===== src/rtl/mips_pkg.sv =====
// Shared MIPS pipeline constants: datapath widths, MEM-stage FSM encoding, MEM/WB bubble control.
// No logic; latency and backpressure do not apply.
package mips_pkg;
  localparam int DATA_W = 32;
  localparam int REG_W  = 5;

  typedef enum logic {
    MA_IDLE = 1'b0,
    MA_BUSY = 1'b1
  } ma_state_t;

  // {RegWrite, MemToReg} of a bubble
  localparam logic [1:0] WB_CTL_BUBBLE = 2'b00;
endpackage


===== src/rtl/mem_wb_reg.sv =====
// MEM/WB pipeline register: 1-cycle latency; bubble clears control, holds data.
// No backpressure of its own; the MEM stage decides load vs bubble each cycle.
module mem_wb_reg #(
  parameter int DATA_W = mips_pkg::DATA_W,
  parameter int REG_W  = mips_pkg::REG_W
) (
  input  logic              clk,
  input  logic              rst_n,
  input  logic              i_en,
  input  logic              i_bubble,
  input  logic              i_rdata_en,
  input  logic              i_regwrite,
  input  logic              i_memtoreg,
  input  logic [DATA_W-1:0] i_rdata,
  input  logic [DATA_W-1:0] i_aluout,
  input  logic [REG_W-1:0]  i_wreg,
  output logic              o_regwrite,
  output logic              o_memtoreg,
  output logic [DATA_W-1:0] o_rdata,
  output logic [DATA_W-1:0] o_aluout,
  output logic [REG_W-1:0]  o_wreg
);
  import mips_pkg::*;

  always_ff @(posedge clk or negedge rst_n) begin
    if (!rst_n) begin
      o_regwrite <= 1'b0;
      o_memtoreg <= 1'b0;
      o_rdata    <= '0;
      o_aluout   <= '0;
      o_wreg     <= '0;
    end else if (i_bubble) begin
      {o_regwrite, o_memtoreg} <= WB_CTL_BUBBLE;
    end else if (i_en) begin
      o_regwrite <= i_regwrite;
      o_memtoreg <= i_memtoreg;
      o_aluout   <= i_aluout;
      o_wreg     <= i_wreg;
      // read data is only meaningful for completed loads
      if (i_rdata_en) o_rdata <= i_rdata;
    end
  end
endmodule


===== src/rtl/memory_access.sv =====
// MIPS MEM stage: data-memory req/ready access, W results 1 cycle after completion (N waits -> N+1).
// Stalls upstream via StallM while a request is outstanding; ALIGN_CHECK_EN enables misaligned-access trapping.
module memory_access #(
  parameter int DATA_W = mips_pkg::DATA_W,
  parameter int REG_W  = mips_pkg::REG_W
) (
  input  logic              clk,
  input  logic              rst_n,
  input  logic              RegWriteM,
  input  logic              MemToRegM,
  input  logic              MemWriteM,
  input  logic              FlushM,
  input  logic [DATA_W-1:0] ALUOutM,
  input  logic [DATA_W-1:0] WriteDataM,
  input  logic [REG_W-1:0]  WriteRegM,
  output logic              dmem_req,
  output logic              dmem_we,
  output logic [DATA_W-1:0] dmem_addr,
  output logic [DATA_W-1:0] dmem_wdata,
  input  logic              dmem_ready,
  input  logic [DATA_W-1:0] dmem_rdata,
  output logic              StallM,
  output logic              AddrErrM,
  output logic              RegWriteW,
  output logic              MemToRegW,
  output logic [DATA_W-1:0] ReadDataW,
  output logic [DATA_W-1:0] ALUOutW,
  output logic [REG_W-1:0]  WriteRegW
);
  import mips_pkg::*;

  ma_state_t          r_state, w_state_nxt;
  logic               r_we, r_regwrite, r_memtoreg;
  logic [DATA_W-1:0]  r_addr, r_wdata;
  logic [REG_W-1:0]   r_wreg;

  logic               w_req_any, w_misal, w_memop, w_load, w_regwrite;
  logic               w_latch, w_wb_bubble, w_wb_rdata_en, w_wb_regwrite, w_wb_memtoreg;
  logic [DATA_W-1:0]  w_wb_aluout;
  logic [REG_W-1:0]   w_wb_wreg;

  assign w_req_any  = (MemToRegM | MemWriteM) & ~FlushM;
  assign w_load     = MemToRegM & ~MemWriteM;
  // load+store together is treated as a store that never writes the register file
  assign w_regwrite = RegWriteM & ~(MemToRegM & MemWriteM);

`ifdef ALIGN_CHECK_EN
  assign w_misal  = w_req_any & (ALUOutM[1:0] != 2'b00);
  assign AddrErrM = rst_n & (r_state == MA_IDLE) & w_misal;
`else
  assign w_misal  = 1'b0;
  assign AddrErrM = 1'b0;
`endif

  assign w_memop = w_req_any & ~w_misal;

  always_comb begin
    w_state_nxt   = r_state;
    dmem_req      = 1'b0;
    dmem_we       = 1'b0;
    dmem_addr     = '0;
    dmem_wdata    = '0;
    StallM        = 1'b0;
    w_latch       = 1'b0;
    w_wb_bubble   = 1'b0;
    w_wb_rdata_en = 1'b0;
    w_wb_regwrite = w_regwrite;
    w_wb_memtoreg = w_load;
    w_wb_aluout   = ALUOutM;
    w_wb_wreg     = WriteRegM;
    // reset gating keeps the request and stall low the instant rst_n falls
    if (rst_n) begin
      case (r_state)
        MA_IDLE: begin
          if (FlushM || w_misal) w_wb_bubble = 1'b1;
          if (w_memop) begin
            dmem_req      = 1'b1;
            dmem_we       = MemWriteM;
            dmem_addr     = ALUOutM;
            dmem_wdata    = WriteDataM;
            w_wb_rdata_en = w_load;
            if (!dmem_ready) begin
              StallM      = 1'b1;
              w_latch     = 1'b1;
              w_wb_bubble = 1'b1;
              w_state_nxt = MA_BUSY;
            end
          end
        end
        MA_BUSY: begin
          dmem_req      = 1'b1;
          dmem_we       = r_we;
          dmem_addr     = r_addr;
          dmem_wdata    = r_wdata;
          w_wb_regwrite = r_regwrite;
          w_wb_memtoreg = r_memtoreg;
          w_wb_aluout   = r_addr;
          w_wb_wreg     = r_wreg;
          w_wb_rdata_en = r_memtoreg;
          if (dmem_ready) begin
            w_state_nxt = MA_IDLE;
          end else begin
            StallM      = 1'b1;
            w_wb_bubble = 1'b1;
          end
        end
        default: w_state_nxt = MA_IDLE;
      endcase
    end
  end

  always_ff @(posedge clk or negedge rst_n) begin
    if (!rst_n) begin
      r_state    <= MA_IDLE;
      r_we       <= 1'b0;
      r_regwrite <= 1'b0;
      r_memtoreg <= 1'b0;
      r_addr     <= '0;
      r_wdata    <= '0;
      r_wreg     <= '0;
    end else begin
      r_state <= w_state_nxt;
      if (w_latch) begin
        r_we       <= MemWriteM;
        r_regwrite <= w_regwrite;
        r_memtoreg <= w_load;
        r_addr     <= ALUOutM;
        r_wdata    <= WriteDataM;
        r_wreg     <= WriteRegM;
      end
    end
  end

  mem_wb_reg #(.DATA_W(DATA_W), .REG_W(REG_W)) u_mem_wb_reg (
    .clk        (clk),
    .rst_n      (rst_n),
    .i_en       (1'b1),
    .i_bubble   (w_wb_bubble),
    .i_rdata_en (w_wb_rdata_en),
    .i_regwrite (w_wb_regwrite),
    .i_memtoreg (w_wb_memtoreg),
    .i_rdata    (dmem_rdata),
    .i_aluout   (w_wb_aluout),
    .i_wreg     (w_wb_wreg),
    .o_regwrite (RegWriteW),
    .o_memtoreg (MemToRegW),
    .o_rdata    (ReadDataW),
    .o_aluout   (ALUOutW),
    .o_wreg     (WriteRegW)
  );
endmodule


===== config.mk =====
export PLATFORM = sky130hd
export DESIGN_NAME = memory_access
export DESIGN_NICKNAME = d
export VERILOG_FILES = /design/src/rtl/mips_pkg.sv /design/src/rtl/mem_wb_reg.sv /design/src/rtl/memory_access.sv
export SDC_FILE = /design/constraint.sdc
export NUM_CORES = 1
export LEC_CHECK = 0
export BUFFER_PORTS_ARGS = -buffer_cell sky130_fd_sc_hd__buf_2
export CORE_MARGIN = 5
export CORE_UTILIZATION = 45
export CTS_CLUSTER_DIAMETER = 50
export DETAILED_ROUTE_END_ITERATION = 8
export GPL_TIMING_DRIVEN = 1
export PLACE_DENSITY_LB_ADDON = 0.15
export SLEW_MARGIN = 0
export SYNTH_ARGS = -nofsm -noshare
export SYNTH_HDL_FRONTEND = slang
export SYNTH_SLANG_ARGS = --single-unit

===== constraint.sdc =====
create_clock -name clk -period 1.75 [get_ports clk]
set_input_delay 0.175 -clock clk [delete_from_list [all_inputs] [get_ports clk]]
set_output_delay 0.175 -clock clk [all_outputs]
set_load 0.05 [all_outputs]

==> key figures <==
Detailed routing
  • Post-route ant nets: 0
  • Vias per inst: roughly 5.5
  • First drt pass iteration count: 4
  • Drt wl/cell: about 23 microns
  • DRC Markers: 0
  • Vias: between 5000 and 6000
  • DR iter-0 viols: 284
  • Wirelength, routed: between 20000 and 25000 microns

Logic synthesis
  • Syn_nets: 568
  • Mapped Area: 0.00662 sq mm
  • Mapped Cells: 460
  • Dominant synthesized flop cell: dfrtp_1
  • Sequential-to-total area share from yosys stat: 54.4%
  • Synth Register Bits: 144
  • Distinct cells, synth: 31
  • Number of flops mapped to enable cells by yosys: 0
  • Post-synth ARST share: 100%
  • Mean Syn Cell Area: between 10 and 15 sq um
  • Yosys warnings: 0

Floorplan
  • Core box area: 0.0145 sq mm
  • I/O pin cnt: 247
  • Starting density of the core: 45.7%
  • Num rows: 44
  • Die Area: 0.0172 sq mm
  • DIE WIDTH: 131 microns
  • Die span in y: 131 microns

Setup path
  • Critical path type: flop to output pin
  • CP Data Required Time: 1.57 ns
  • Crit Path Max Fanout: 7
  • CP startpoint: r_state
  • Crit path arrival time: about 1.8 ns
  • Reg2reg start: r_state
  • Worst Setup End Kind: output pin
  • R2R cell count: 7
  • Startpoint types: flop

Timing
  • Final Cycle Share: 112%
  • Final slew viol count: 0
  • Fmax: between 500 and 600 MHz
  • Final worst slack: -0.206 ns
  • Least-Margin Pin Slew: approximately 0.54 ns
  • Setup violations, final: 173
  • RSZ-0062 raised after global routing: true
  • Clock Skew: 0.00661 ns
  • Final Hold Viols: 0
  • Relative slew slack: 63.8%
  • Final min period: 1.96 ns

Hold path
  • WHS Path Cells: 2
  • Hold Crit Class: input pin to flop
  • Hold path start: ALUOutM[21]

Place
  • # placed instances: 869
  • Port Buffers: 245
  • HPWL after detailed placement: 11400 microns
  • GPL Wtd Cong: approximately 0.77

Clocking
  • CTS HTree Levels: 4
  • CTS tree: done
  • Root Driver: clkbuf_16
  • Insertion delay to the later sink of the worst-skew pair: 0.42 ns
  • Total clock sinks: 144
  • Clock buffer depth: 2
  • Worst-path clk slew: 0.06 ns
  • Clock buffers created by TritonCTS: 17

GRT
  • Largest net degree at the start of global routing: around 120
  • Vias in the first global route: around 5700
  • Total grt overflow: 0
  • Initial antenna violation count: 2
  • First-pass GRT wire length: around 30000 microns
  • Overall Global Routing Usage: 20.9%

Status
  • Status: finished with violations
  • Failing checks: negative setup slack

Power
  • Overall power: between 0.01 and 0.015 W
  • Peak supply drop: 1.37 mV
  • Pwr dens: 1260 mW/mm^2
  • Leakage: 5.60 nW

Final layout
  • Fin cells: 1007
  • Nets: 916
  • Share of layout cells above drive strength 1: 70.9%
  • Area grow syn2layout: 74.6%

Run
  • Max Cap Viol: 0
==> area by class of cell <==
cell class	instances	area, sq um
inverter	3	11.3
timing repair buffer	367	3460
tap	184	230
clock inverter	14	191
antenna	2	5.00
clock buffer	18	429
sequential	144	3600
fill	768	2920
multi-input combinational	275	3620
==> state kept, by name, summed over array words and instances, names as in the netlist, 5 cells and up <==
signal / flops
r_wdata: 32
r_addr: 32
u_mem_wb_reg.o_rdata: 32
u_mem_wb_reg.o_aluout: 32
r_wreg: 5
u_mem_wb_reg.o_wreg: 5
==> final timing paths <==
check                                     endpoint  slack, ns
min                                     r_addr[21]       0.01
min in group asynchronous                  r_state       0.25
min reg2reg                u_mem_wb_reg.o_rdata[5]       0.50
max                                 dmem_wdata[14]      -0.21
max in group asynchronous                r_wreg[0]       0.67
max reg2reg                 u_mem_wb_reg.o_wreg[3]      -0.16
==> critical path: stages (launching register included) <==
cell	delay (ns)
dfrtp_2	0.42
and2_4	0.20
buf_12	0.16
clkbuf_16	0.17
a22o_4	0.26
buf_8	0.15
==> per-layer routing <==
layer  vias up  track usage [%]  share of wire (%)
met1      2853             24.6                 41
li1       2412                -                  -
met5         -                0                  0
met4         0             8.06                1.9
met2       203             34.6                 51
met3        31             8.30                6.2
==> where the power goes <==
part,internal (W),switching [W],total (W),leakage (nW)
logic,0.00241,0.00337,0.00578,3.59
clock network,0.00238,0.00147,0.00385,0.292
registers,0.00425,0.000652,0.00491,1.72
total,0.00905,0.00550,0.0145,5.60
==> what timing repair did <==
action | 4_1_cts | 5_1_grt
endpoints found under the hold margin | 205 | 1
setup buffers | 2 | 13
pin swaps | 0 | 23
endpoints found under the setup margin | 91 | 207
hold buffers | 63 | 1
cloned | 1 | 25
resized for setup | 115 | 214
==> synthesized netlist by cell type (2+ instances only) <==
| cell | count | area (sq um) |
|---|---|---|
| a21boi_0 | 2 | 15.0 |
| a21oi_1 | 3 | 15.0 |
| a22o_1 | 65 | 569 |
| and2_0 | 2 | 12.5 |
| buf_2 | 20 | 100 |
| buf_4 | 11 | 82.6 |
| buf_6 | 2 | 22.5 |
| clkbuf_1 | 5 | 18.8 |
| dfrtp_1 | 144 | 3600 |
| inv_1 | 3 | 11.3 |
| mux2_1 | 10 | 113 |
| mux2_2 | 165 | 1860 |
| nand2_1 | 5 | 18.8 |
| nor2b_1 | 4 | 25.0 |
| o21ba_2 | 2 | 20.0 |
| o221ai_1 | 2 | 17.5 |
==> cell families (layout without fill, tap and decap cells) <==
group / after synthesis / in the layout / synth area share [%]
simple gates: 20 / 20 / 2.00
buf+inv: 41 / 402 / 3.55
compound gates: 79 / 79 / 10.2
mux: 175 / 175 / 29.8
other cells: 1 / 3 / 0.0566
flops: 144 / 144 / 54.4
==> through the flow <==
stage | TNS [ns] | instance area (sq um) | utilization [%] | hold slack (ns) | worst slack [ns]
final | -15.60 | 11600 | 79.8 | 0.0134 | -0.206
after global routing | -25.65 | 11600 | 79.8 | 0.00544 | -0.251
after CTS | -9.18 | 10000 | 69.0 | 0.000338 | -0.189
after detailed placement | -0.381 | 8350 | 57.7 | -0.0102 | -0.0294
after global placement | 0 | 8350 | 57.7 | -0.0115 | 0.0291
after floorplan | -2.07 | 6810 | - | -0.121 | -0.0669
==> cells in the final DEF, fill, tap and decap left out, types with 2 or more instances in the layout <==
cell           instances
a22o_1                 7
clkinvlp_4             4
mux2_2                68
buf_2                177
dfrtp_1              143
nor4b_4                2
buf_6                 41
dlygate4sd3_1         64
buf_4                  9
clkinv_4               3
bufinv_16              4
clkbuf_16             34
diode_2                2
mux2_4               107
inv_1                  3
nand2_1                5
a22o_2                21
a21oi_1                3
o21ba_2                2
buf_12                17
a21boi_2               2
nor2b_1                3
clkinv_2               3
a22o_4                37
buf_8                 41
No activity file was read; power rests on OpenSTA's default activity.
